File: config.mk
export PLATFORM = sky130hd
export DESIGN_NAME = keypad_scan_ctrl
export DESIGN_NICKNAME = d
export VERILOG_FILES = /design/src/rtl/keypad_pkg.sv /design/src/rtl/keypad_evt_fifo.sv /design/src/rtl/keypad_scan_ctrl.sv
export SDC_FILE = /design/constraint.sdc
export NUM_CORES = 1
export LEC_CHECK = 0
export CORE_UTILIZATION = 41
export DETAILED_ROUTE_END_ITERATION = 6
export MAX_ROUTING_LAYER = met4
export SLEW_MARGIN = 20
export SYNTH_ARGS = -nofsm -noshare
export SYNTH_HDL_FRONTEND = slang
export SYNTH_SLANG_ARGS = --single-unit
File: constraint.sdc
create_clock -name clk -period 5.4 [get_ports clk]
set_clock_uncertainty 0.05 [all_clocks]
set_input_delay 0.81 -clock clk [delete_from_list [all_inputs] [get_ports clk]]
set_output_delay 0.81 -clock clk [all_outputs]
set_load 0.02 [all_outputs]
File: src/rtl/keypad_pkg.sv
// Shared constants, event payload type and key index mapping for the 4x4 keypad scanner.
package keypad_pkg;

  localparam int unsigned KEY_N = 16;
  localparam int unsigned COL_N = 4;
  localparam int unsigned ROW_N = 4;
  localparam logic [3:0]  COL_IDLE = 4'b1111;

  typedef struct packed {
    logic       rel;
    logic [3:0] idx;
  } key_evt_t;

  // Row r, column c -> (3-r)*4 + c; for 2-bit fields that is {3-r, c}.
  function automatic logic [3:0] key_idx(input logic [1:0] row, input logic [1:0] col);
    return {2'(2'd3 - row), col};
  endfunction

endpackage

File: src/rtl/keypad_evt_fifo.sv
// Shift-register event FIFO: the head always sits in entry 0 so the output is a flop.
module keypad_evt_fifo
  import keypad_pkg::*;
#(
  parameter int unsigned FIFO_DEPTH = 4,
  localparam int unsigned CW = $clog2(FIFO_DEPTH + 1)
) (
  input  logic          clk,
  input  logic          rst_n,
  input  logic          push,
  input  key_evt_t      din,
  input  logic          pop,
  output key_evt_t      dout,
  output logic          full,
  output logic          empty,
  output logic [CW-1:0] count
);

  localparam int unsigned AW = (FIFO_DEPTH > 1) ? $clog2(FIFO_DEPTH) : 1;

  key_evt_t         mem [FIFO_DEPTH];
  logic             pop_ok;
  logic             push_ok;
  logic [AW-1:0]    wr_idx;

  assign empty   = (count == '0);
  assign full    = (count == CW'(FIFO_DEPTH));
  assign pop_ok  = pop & ~empty;
  assign push_ok = push & (~full | pop_ok);
  assign wr_idx  = pop_ok ? AW'(count - CW'(1)) : AW'(count);
  assign dout    = mem[0];

  always_ff @(posedge clk or negedge rst_n) begin
    if (!rst_n) begin
      count <= '0;
      for (int unsigned i = 0; i < FIFO_DEPTH; i++) mem[i] <= '0;
    end else begin
      if (pop_ok) begin
        for (int unsigned i = 0; i + 1 < FIFO_DEPTH; i++) mem[i] <= mem[i+1];
      end
      // A same-cycle push lands after the shift, so it overrides the shifted slot.
      if (push_ok) mem[wr_idx] <= din;
      case ({push_ok, pop_ok})
        2'b10:   count <= count + CW'(1);
        2'b01:   count <= count - CW'(1);
        default: count <= count;
      endcase
    end
  end

endmodule

File: src/rtl/keypad_scan_ctrl.sv
// 4x4 keypad scanner: column drive, frame debounce, press/release event generation into a FIFO.
module keypad_scan_ctrl
  import keypad_pkg::*;
#(
  parameter int unsigned CLK_DIV    = 50000,
  parameter int unsigned DB_SCANS   = 4,
  parameter int unsigned FIFO_DEPTH = 4
) (
  input  logic             clk,
  input  logic             rst_n,
  input  logic             enable,
  output logic [COL_N-1:0] key_col,
  input  logic [ROW_N-1:0] key_row,
  output logic [KEY_N-1:0] key_state,
  output logic             frame_tick,
  output logic             ev_valid,
  input  logic             ev_ready,
  output logic [4:0]       ev_code,
  output logic             ev_ovf,
  input  logic             ovf_clr
);

  localparam int unsigned DW = $clog2(CLK_DIV);
  localparam int unsigned SW = (DB_SCANS > 1) ? $clog2(DB_SCANS) : 1;
  localparam int unsigned CW = $clog2(FIFO_DEPTH + 1);

  logic [DW-1:0]    dwell;
  logic [1:0]       col;
  logic [KEY_N-1:0] raw_acc;
  logic [KEY_N-1:0] prev_raw;
  logic [SW-1:0]    stable_cnt;
  logic [KEY_N-1:0] pend_press;
  logic [KEY_N-1:0] pend_rel;

  logic             sample_c;
  logic             frame_end_c;
  logic [1:0]       next_col_c;
  logic [KEY_N-1:0] frame_c;
  logic             accept_c;
  logic             sel_rel_c;
  logic [KEY_N-1:0] sel_mask_c;
  logic [3:0]       sel_idx_c;
  logic [KEY_N-1:0] clr_press_c;
  logic [KEY_N-1:0] clr_rel_c;
  logic             push_c;
  logic             pop_c;
  logic             drop_c;
  key_evt_t         evt_c;
  key_evt_t         fifo_dout;
  logic             fifo_full;
  logic             fifo_empty;
  logic [CW-1:0]    fifo_count;

  assign sample_c    = enable && (dwell == DW'(CLK_DIV - 1));
  assign frame_end_c = sample_c && (col == 2'd3);
  assign next_col_c  = sample_c ? col + 2'd1 : col;

  // Current partial frame with the column being sampled merged in.
  always_comb begin
    frame_c = raw_acc;
    for (int unsigned r = 0; r < ROW_N; r++) frame_c[key_idx(2'(r), col)] = ~key_row[r];
  end

  always_ff @(posedge clk or negedge rst_n) begin
    if (!rst_n) begin
      dwell      <= '0;
      col        <= '0;
      key_col    <= 4'b1110;
      raw_acc    <= '0;
      prev_raw   <= '0;
      stable_cnt <= '0;
      frame_tick <= 1'b0;
    end else begin
      frame_tick <= frame_end_c;
      if (!enable) begin
        dwell      <= '0;
        col        <= '0;
        stable_cnt <= '0;
        key_col    <= COL_IDLE;
      end else begin
        key_col <= ~(4'b0001 << next_col_c);
        if (sample_c) begin
          dwell   <= '0;
          col     <= next_col_c;
          raw_acc <= frame_c;
          if (col == 2'd3) begin
            prev_raw <= frame_c;
            if (frame_c != prev_raw)                  stable_cnt <= '0;
            else if (stable_cnt != SW'(DB_SCANS - 1)) stable_cnt <= stable_cnt + SW'(1);
          end
        end else begin
          dwell <= dwell + DW'(1);
        end
      end
    end
  end

  // The cycle after a completed frame decides whether the debounced level moves.
  assign accept_c = frame_tick && (stable_cnt == SW'(DB_SCANS - 1)) && (prev_raw != key_state);

  // Priority pick: any press before any release, lowest key index first.
  always_comb begin
    sel_rel_c  = ~|pend_press;
    sel_mask_c = sel_rel_c ? pend_rel : pend_press;
    push_c     = |sel_mask_c;
    sel_idx_c  = '0;
    for (int i = int'(KEY_N) - 1; i >= 0; i--) begin
      if (sel_mask_c[i]) sel_idx_c = 4'(i);
    end
    clr_press_c = sel_rel_c ? '0 : (KEY_N'(1) << sel_idx_c);
    clr_rel_c   = sel_rel_c ? (KEY_N'(1) << sel_idx_c) : '0;
    evt_c.rel   = sel_rel_c;
    evt_c.idx   = sel_idx_c;
  end

  always_ff @(posedge clk or negedge rst_n) begin
    if (!rst_n) begin
      key_state  <= '0;
      pend_press <= '0;
      pend_rel   <= '0;
      ev_ovf     <= 1'b0;
    end else begin
      pend_press <= (pend_press & ~clr_press_c) | (accept_c ? (prev_raw & ~key_state) : '0);
      pend_rel   <= (pend_rel & ~clr_rel_c) | (accept_c ? (~prev_raw & key_state) : '0);
      if (accept_c) key_state <= prev_raw;
      if (ovf_clr)     ev_ovf <= 1'b0;
      else if (drop_c) ev_ovf <= 1'b1;
    end
  end

  assign pop_c  = ev_ready && (fifo_count != '0);
  assign drop_c = push_c && fifo_full && !pop_c;

  keypad_evt_fifo #(.FIFO_DEPTH(FIFO_DEPTH)) u_fifo (
    .clk   (clk),
    .rst_n (rst_n),
    .push  (push_c),
    .din   (evt_c),
    .pop   (pop_c),
    .dout  (fifo_dout),
    .full  (fifo_full),
    .empty (fifo_empty),
    .count (fifo_count)
  );

  assign ev_valid = ~fifo_empty;
  assign ev_code  = fifo_dout;

endmodule

==> results.cfg <==
[power]
leakage_nw = 3.73
p_comb_frac = 0.018
power_density_nw_per_um2 = 268
clkPwrFrac = 0.541
totalPowerFinal_w = 0.00220
pwr-share-seq = 0.441
peakVddDrop_uv = 207
p_int_w = 0.00173
switching_share = 0.215
switchingPower_w = 0.000472

[placement]
portBuffers = 36
place.gp.congestion = 1.00
detailedPlacementHpwl_mm = 12.9

[routing]
drt_wl_total_mm = 17.6
detailroute.via_count = 5437
first_pass_iters = 7
wl_per_cell_um = 17.8
drt_iter0_drc = 420
routed_via_density = 5.49
drc = 0
antenna_left = 0

[synthesis]
syn_area_um2 = 7120
synth-async-reset-ratio = 1.00
synth.avg_cell_area_um2 = 9.65
syn_nets = 789
postSynthCellCount = 738
ys_ff_latch = 129
synth_edf_count = 0
yosysWarnings = 0
synth_cell_types = 59
synthFlopType = dfrtp_1
ys_seq_area_frac = 0.454

[critical_path]
slowest_stage = or4_4
rr_endpoint = u_fifo.count[2]$_DFFE_PN0P_
arrival_ns = 3.74
path_cells = or4_4, nor2_4, nand2_1, o2111ai_1, nand2b_1, nor2b_1, inv_1, ha_1, nor2_1, xor2_1
path_max_fanout = 13
endpoint_kind = flip-flop
start_kind = flip-flop
critPathRequiredTime_ns = 5.70
max_stage_delay_ns = 0.59
cp_top_family = simple AND/OR/NAND/NOR gates
regToRegSetupSlack_ns = 1.96
worst-path-buf-inv = 1
r2r_cells = 10
reg2reg_from = pend_press[6]$_DFF_PN0_
critPathKind = reg -> reg

[clock_tree]
hold_buffers = 0
htreeDepth = 4
max-clock-path-buffers = 2
cts_made_buffers = 17
cts_tree = done
postCtsSetupRepairBufs = 0
cts.clk_slew.worst_paths_ns = 0.06
cts_sinks = 129
cts-root-buf = clkbuf_16
clk_latency_ns = 0.42
post_cts_resized = 0

[global_route]
antenna_found_initial = 0
top_usage_layer = met2
grt_max_degree = 77
grt_overflow_total = 0
grt_use_met1 = 0.281
grt_pass1_wl_mm = 28.7
grt_pass1_vias = 5270
gr-usage-met3 = 0.0423
gr-usage-met2 = 0.332
grt_usage = 0.215

[layout]
synthToLayoutAreaGrowth_pct = 15.4
antennaDiodeCount = 0
final_common_cell = dfrtp_1
nFillCells = 1550
final_nets = 809
layout-drive-gt1-share = 0.0765
layout_common_cells = dfrtp_1, nand2_1, o21ai_0

[run_status]
status = complete, no violations

[die]
fp-row-count = 47
start_util = 0.425
fp.dieArea_um2 = 17900
core_um2 = 16800
die_h_um = 134
ios = 37
fp.dieW_um = 134

[timing]
finalSetupViolCount = 0
period_minus_slack_ns = 3.44
fmax_ghz = 0.290
period_share = 0.638
tns_ns = 0
tightestPinTransition_ns = 0.959
finalHoldViolCount = 0
hold_slack_ns = 0.404
maxSlewViolCount = 0
maxSlewHeadroom = 0.361
rsz0062_at_grt = false

[flow_run]
max_cap_viol_count = 0

[worst_hold_path]
worstHoldStart = dwell[0]$_DFF_PN0_
hold_path_depth = 1
min_to = dwell[0]$_DFF_PN0_
hold_class = reg -> reg
[per-layer routing]
layer,up-vias,wire length (um)
met2,154,8280
met5,-,0
li1,2626,-
met3,44,672
met4,0,433
met1,2613,8250
[sequential cells by signal, indices dropped and copies added (netlist names), named ones only]
signal and cells:
col 2, dwell 16, ev_ovf 1, frame_tick 1, key_col 4, key_state 16, pend_press 16, pend_rel 16
prev_raw 16, raw_acc 16, stable_cnt 2, u_fifo.count 3, u_fifo.dout 5, u_fifo.mem 10
[synthesized netlist by cell type (all sizes together), types with 16 or more instances]
cell type / count / share of area
clkbuf: 28 / 0.015
dfrtp: 126 / 0.44
nor4: 17 / 0.017
ha: 42 / 0.074
a21oi: 39 / 0.027
nand2: 82 / 0.043
xnor2: 27 / 0.033
o21ai: 56 / 0.039
nor2: 54 / 0.032
inv: 49 / 0.026
nand3: 16 / 0.011
mux2i: 48 / 0.067
[per-stage QoR]
step           cells  cell area (um^2)   util  setup slack (ns)
3_5_place_dp     959              7600  0.454              1.91
5_1_grt          991              8220  0.491              1.69
2_1_floorplan    738              7120      -              2.44
3_3_place_gp     959              7600  0.454              1.91
6_report         991              8220  0.491              1.96
4_1_cts          991              8220  0.490              1.90
[area by class of cell]
type / count / area [um^2] / share of cell area
Clock buffer: 19 / 453 / 0.0551
Clock inverter: 13 / 159 / 0.0193
Inverter: 49 / 184 / 0.0224
Multi-Input combinational cell: 523 / 3550 / 0.431
Sequential cell: 129 / 3230 / 0.393
Tap cell: 220 / 275 / 0.0335
Timing Repair Buffer: 38 / 373 / 0.0454
[cell families after synthesis]
kind of cell	synth area share
muxes	0.0706
DFF	0.454
and+or+nand+nor	0.177
xor gates and xnor gates	0.0430
buffers and inverters	0.0504
AOI/OAI and AO/OA	0.132
adders and majority gates	0.0738
[power by group through the flow]
stage | Clock, W | Sequential (W) | Combinational [W]
floorplan | 0 | 0.000988 | 0.00000997
global route | 0.00126 | 0.000970 | 0.0000469
CTS | 0.00121 | 0.000971 | 0.0000419
finish | 0.00119 | 0.000971 | 0.0000401
global placement | 0 | 0.000988 | 0.0000409
detailed placement | 0 | 0.000988 | 0.0000420
[worst max path at each step]
stage                             start                           to  depth (start not counted)
2_1_floorplan  pend_press[15]$_DFF_PN0_        pend_rel[6]$_DFF_PN0_                         10
3_3_place_gp    pend_press[6]$_DFF_PN0_        pend_rel[3]$_DFF_PN0_                          8
3_5_place_dp    pend_press[6]$_DFF_PN0_        pend_rel[7]$_DFF_PN0_                          8
4_1_cts         pend_press[6]$_DFF_PN0_        pend_rel[7]$_DFF_PN0_                          8
5_1_grt         pend_press[6]$_DFF_PN0_  u_fifo.count[2]$_DFFE_PN0P_                         10
6_report        pend_press[6]$_DFF_PN0_  u_fifo.count[2]$_DFFE_PN0P_                         10
[worst reg2reg max path, stage by stage (launching register included)]
cell and delay (ns):
dfrtp_1 0.50, or4_4 0.59, nor2_4 0.24, nand2_1 0.38, o2111ai_1 0.38, nand2b_1 0.18, nor2b_1 0.31, inv_1 0.09
ha_1 0.35, nor2_1 0.15, xor2_1 0.15
Note: power is estimated with default switching activity, not from simulation.
